## src/rtl/addr_step_reg.sv

```systemverilog
// rtl/addr_step_reg.sv - multi-mode address/data register with carry/zero flags and optional shadow copy
//
// Purpose: hold/load/increment/decrement/shift register for PC, MAR or
// shift-register use, with registered carry_out and zero flags.
// Optional macro: ADDR_REG_SHADOW_EN adds a shadow register for
// save/restore/swap. Without it, save and restore are ignored.
//
// Ports:
//   clk        clock, rising-edge
//   rst        synchronous active-low reset
//   mode[2:0]  000 hold, 001 load, 010 inc, 011 dec, 100 shl, 101 shr, 11x hold
//   data_in    parallel load value
//   serial_in  bit entering on shifts
//   save       shadow capture request
//   restore    shadow restore request (overrides mode)
//   data_out   register contents
//   carry_out  carry, borrow or shifted-out bit
//   zero       high when data_out == 0
module addr_step_reg #(
    parameter int WORD_SIZE = 8,
    parameter int STEP      = 1,
    parameter int RESET_VAL = 0
) (
    input  logic                 clk,
    input  logic                 rst,
    input  logic [2:0]           mode,
    input  logic [WORD_SIZE-1:0] data_in,
    input  logic                 serial_in,
    input  logic                 save,
    input  logic                 restore,
    output logic [WORD_SIZE-1:0] data_out,
    output logic                 carry_out,
    output logic                 zero
);

    localparam logic [WORD_SIZE-1:0] STEP_W  = WORD_SIZE'(STEP);
    localparam logic [WORD_SIZE-1:0] RESET_W = WORD_SIZE'(RESET_VAL);

    logic [WORD_SIZE-1:0] r_data;
    logic                 r_carry;
    logic                 r_zero;
    logic [WORD_SIZE-1:0] w_next_data;
    logic                 w_next_carry;
    logic [WORD_SIZE:0]   w_sum;
    logic [WORD_SIZE:0]   w_diff;

    // One extra bit holds the carry of the add; for the subtract it is set
    // exactly when r_data < STEP, which is the borrow.
    assign w_sum  = {1'b0, r_data} + {1'b0, STEP_W};
    assign w_diff = {1'b0, r_data} - {1'b0, STEP_W};

`ifdef ADDR_REG_SHADOW_EN
    logic [WORD_SIZE-1:0] r_shadow;
`else
    logic w_unused_shadow_ctrl;
    assign w_unused_shadow_ctrl = save ^ restore;
`endif

    always_comb begin
        w_next_data  = r_data;
        w_next_carry = r_carry;
        case (mode)
            3'b001: begin
                w_next_data  = data_in;
                w_next_carry = 1'b0;
            end
            3'b010: begin
                w_next_data  = w_sum[WORD_SIZE-1:0];
                w_next_carry = w_sum[WORD_SIZE];
            end
            3'b011: begin
                w_next_data  = w_diff[WORD_SIZE-1:0];
                w_next_carry = w_diff[WORD_SIZE];
            end
            3'b100: begin
                w_next_data  = {r_data[WORD_SIZE-2:0], serial_in};
                w_next_carry = r_data[WORD_SIZE-1];
            end
            3'b101: begin
                w_next_data  = {serial_in, r_data[WORD_SIZE-1:1]};
                w_next_carry = r_data[0];
            end
            default: begin
            end
        endcase
`ifdef ADDR_REG_SHADOW_EN
        // Restore wins over any mode; carry is left untouched.
        if (restore) begin
            w_next_data  = r_shadow;
            w_next_carry = r_carry;
        end
`endif
    end

    always_ff @(posedge clk) begin
        if (!rst) begin
            r_data  <= RESET_W;
            r_carry <= 1'b0;
            r_zero  <= (RESET_W == '0);
        end else begin
            r_data  <= w_next_data;
            r_carry <= w_next_carry;
            // Computed from the next value so the flag lines up with data_out.
            r_zero  <= (w_next_data == '0);
        end
    end

`ifdef ADDR_REG_SHADOW_EN
    // Captures the pre-edge data_out, so save+restore performs a swap.
    always_ff @(posedge clk) begin
        if (!rst) begin
            r_shadow <= '0;
        end else if (save) begin
            r_shadow <= r_data;
        end
    end
`endif

    assign data_out  = r_data;
    assign carry_out = r_carry;
    assign zero      = r_zero;

endmodule
```

## config.mk

```make
export PLATFORM = sky130hd
export DESIGN_NAME = addr_step_reg
export DESIGN_NICKNAME = d
export VERILOG_FILES = /design/src/rtl/addr_step_reg.sv
export SDC_FILE = /design/constraint.sdc
export NUM_CORES = 1
export LEC_CHECK = 0
export BUFFER_PORTS_ARGS = -buffer_cell sky130_fd_sc_hd__buf_2
export CORE_MARGIN = 8
export CORE_UTILIZATION = 57
export DETAILED_ROUTE_END_ITERATION = 10
export PLACE_DENSITY = 0.84
export SETUP_SLACK_MARGIN = 0.15
export SYNTH_ARGS = -nofsm -noshare
export SYNTH_HDL_FRONTEND = slang
export SYNTH_SLANG_ARGS = --single-unit
```

## constraint.sdc

```tcl
create_clock -name clk -period 4.01 [get_ports clk]
set_clock_uncertainty 0.15 [all_clocks]
set_input_delay 1.0025 -clock clk [delete_from_list [all_inputs] [get_ports clk]]
set_output_delay 1.0025 -clock clk [all_outputs]
set_load 0.005 [all_outputs]
```

# Word level (Yosys, flattened, before mapping)
# Index checks and enable logic that the tools add are counted.
# classes
n_mux	2
n_eq_ne	5
reduce_logical	2
addsub	2
# ops
operator	n
$pmux 8 s5	1
$add 8x1->9 const B	1
$sub 8x1->9 const B	1
$logic_not 8->1	1
$eq 3x2->1 const B	2
$eq 3x3->1 const B	2
$pmux 1 s5	1
$reduce_bool 5->1	1
$eq 3x1->1 const B	1
# totals
ff_bits	10
out_inout_bits	10

# Logic depth before layout (Yosys ltp)
# depth
word_depth	3
mapped_depth	9
ltp_nobuf	8

# Least setup slack after synthesis
# Ideal clock, no wire load.
# synth_path
kind	input to register
start	input port mode[0]
end	register r_zero (netlist: zero)
path_stages	6
required_time_ns	3.764
setup_slack_ns	1.500
setup_ns	0.096
t_arrival_ns	2.265
path_cell_list	buf_6 -> mux4_2 -> mux2i_1 -> and2b_1 -> o2111ai_1 -> o41ai_2
# synth_between
elab_chain_len	3
# synth_rtl
item	line_no	text
start, declared	26	input logic [2:0] mode,
$eq 3x3->1 (tied with other cells)	62	case (mode)
$pmux 8 s5 (*)	62	
$logic_not 8->1 (*)	104	r_zero <= (w_next_data == '0);
end signal, assigned	99	r_zero <= (RESET_W == '0);
end signal, assigned	104	
end, declared	41	logic r_zero;
# Mark *: on every way between the ends. The rest lies on a longest branch, timed or not.
# A chain may end at the register's enable or synchronous reset.

# Worst setup path in the final report
# Ends and elaborated chain as after synthesis.

==> run_results.csv <==
group,metric,value,unit
run_status,status,"completed",
route,wl,2.74,mm
route,drt_pass1_iterations,4,
route,drt_iter0_markers,55,
worst_setup_path,cp.required,4.04,ns
finish,final_cell_mix,"23 x buf_2, 14 x a21oi_1, 11 x nor2_1, 10 x dfxtp_1",
synthesis,ys_seq_area_share,18.6,%
floorplan,die-area,3530,um2
floorplan,die_w,59.5,um
worst_setup_path,slowest_delay,0.56,ns
worst_setup_path,cp-start-kind,"primary input",
worst_setup_path,crit_path_cell_trace,"buf_2 -> mux4_2 -> mux2i_1 -> and2b_1 -> o2111ai_1 -> o41ai_2",
route,vias,1100,
synthesis,ys_types,41,
route,top_layer_used,"met4",
finish,final_area,1170,um2
floorplan,ios,26,
synthesis,ys.warnings.count,0,
clock_tree,clockBufferDepth,2,
clock_tree,cts_made_buffers,3,
finish,layout_commonest_cell,"buf_2",
route,wl_met2,1.37,mm
synthesis,synth-edff-count,0,
worst_setup_path,worstPathArrival,2.76,ns
global_route,grt_pass1_wl,4.54,mm
route,drcViolationCount,0,
worst_setup_path,rr_startpoint,"data_out[0]",
timing,relSlewSlack,65.1,%
synthesis,syn-num-nets,164,
synthesis,synth-main-ff-cell,"dfxtp_1",
global_route,antenna_found_initial,0,
pwr,peakVddDrop,0.297,mV
pwr,leakagePower,0.521,nW
clock_tree,postCtsSetupBuffers,0,
synthesis,syn_inst,146,
worst_setup_path,critPathMaxFanout,26,
global_route,grt_util_all_layers,16.3,%
worst_setup_path,regToRegSetupSlack,1.85,ns
worst_setup_path,cp_top_family,"multiplexers",
synthesis,synthArstFlopShare,0,%
worst_setup_path,endpoint_kind,"flip-flop",
finish,final_nets,177,
floorplan,core_region_area,1750,um2
floorplan,die_height,59.5,um
timing,finalHoldViolCount,0,
finish,drive_gt1_share,20.9,%
place,placed_area,1130,um2
timing,max_freq,366,MHz
place,numPlacedInstances,179,
pwr,p_per_area,299,nW/um2
synthesis,syn_area_per_cell,7.37,um2
floorplan,placementRows,15,
clock_tree,cts.sinks,10,
worst_setup_path,path_buf_inv,1,
global_route,grt_overflow,0,
timing,setup_tns,0,ns
global_route,grt_max_degree,27,
clock_tree,clk_pin_slew,0.07,ns
floorplan,initial_core_util,61.6,%
worst_setup_path,cp_slowest_cell,"mux4_2",
timing,worst_pin_slew,0.523,ns
place,portBuffers,23,
timing,hold_slack,0.475,ns
worst_setup_path,crit_start,"mode[0]",
worst_setup_path,crit_type,"primary input to flip-flop",
route,met3_length,207,um
route,ant_nets,0,
worst_hold_path,hp-class,"flip-flop to flip-flop",
worst_hold_path,hold_start,"carry_out",
clock_tree,insertion_delay,0.27,ns
synthesis,netlist_area,1080,um2
route,wl_per_cell,15.0,um
timing,setup_violations,0,
clock_tree,ctsHoldBuffers,0,
clock_tree,htree_levels,1,
timing,period_needed,2.73,ns
place,routabilityCongestion,0.953,
clock_tree,cts_root_buf,"clkbuf_4",
finish,antennaDiodeCount,0,
place,dp_hpwl,2.03,mm
pwr,power,0.349,mW
clock_tree,cts-resized-gates,0,
route,met1_length,1.12,mm
finish,fin_cells,183,
finish,multi_input_area,752,um2
finish,fillCellCount,160,
timing,fin_crit_sh,68.1,%
flow_run,maxCapViolCount,0,
finish,synthToLayoutAreaGrowth,8.60,%
route,viasPerCell,6.01,
timing,slew_viol_final,0,
finish,regArea,200,um2
global_route,grt_pass1_vias,1029,
synthesis,synth-seq-cells,10,
timing,rsz0062_at_grt,"no",
clock_tree,cts_tree,"built",
## cell type report
class | instances | area share [%]
Multi-Input combinational cell | 112 | 64.3
Tap cell | 25 | 2.68
Clock buffer | 4 | 3.10
Inverter | 9 | 2.89
Sequential cell | 10 | 17.1
Timing Repair Buffer | 23 | 9.85
## metal layers
layer / track usage, % / up-vias
met2: 26.0 / 48
met5: 0 / -
met1: 19.4 / 500
met3: 5.21 / 7
met4: 6.48 / 0
li1: - / 545
## where the power goes
| part | total (mW) | switching [mW] | internal, mW |
|---|---|---|---|
| Combinational | 0.124 | 0.0665 | 0.0575 |
| Sequential | 0.133 | 0.0243 | 0.109 |
| Clock | 0.0919 | 0.0367 | 0.0552 |
| Total | 0.349 | 0.127 | 0.222 |
## Yosys cell counts (2+ instances only)
cell / count / area share [%]
a21oi_1: 14 / 6.5
nor2_1: 11 / 3.8
dfxtp_1: 10 / 19
inv_1: 9 / 3.1
nand2_1: 9 / 3.1
o21ai_0: 9 / 4.2
mux2i_1: 8 / 7.4
buf_2: 6 / 2.8
nand3_1: 6 / 2.8
clkbuf_1: 5 / 1.7
and2_1: 4 / 2.3
nand2b_1: 4 / 2.3
nor3_1: 4 / 1.9
or3_1: 4 / 2.3
xnor2_1: 4 / 3.3
a31oi_1: 3 / 1.7
and3_1: 3 / 1.7
buf_6: 3 / 3.1
nor2b_1: 3 / 1.7
a2bb2oi_1: 2 / 1.6
ha_1: 2 / 2.3
mux4_2: 2 / 4.2
o31ai_1: 2 / 1.4
xor2_1: 2 / 1.6
## through the flow
stage / util (%) / setup slack, ns
finish: 67.0 / 1.28
global route: 67.0 / 1.16
detailed placement: 64.9 / 1.01
CTS: 67.0 / 1.29
global placement: 64.9 / 1.03
floorplan: - / 1.50
## final timing paths
| check | endpoint | cells after the start |
|---|---|---|
| max | zero | 6 |
| min | carry_out | 2 |
| min reg2reg | carry_out | 2 |
| max reg2reg | zero | 8 |
## sequential cells by signal (all words and copies together) (netlist names)
register   flops
data_out       8
zero           1
carry_out      1
## worst register-to-register path, cell delays in order, from the launching register on
cell and delay, ns:
dfxtp_1 0.42, inv_1 0.10, ha_1 0.17, nand2b_1 0.12, or4_1 0.43, or3_1 0.31
o211a_1 0.15, nand3_1 0.11, o41ai_2 0.08
## kinds of logic after synthesis
group / synth area share, %
adder cells (fa/ha/maj): 2.33
AND/OR/NAND/NOR: 26.3
buffers and inverters: 11.5
multiplexers: 11.6
XOR/XNOR: 4.88
AO/OA/AOI/OAI: 24.8
flip-flops: 18.6
Power figures use the tool's default switching activity.
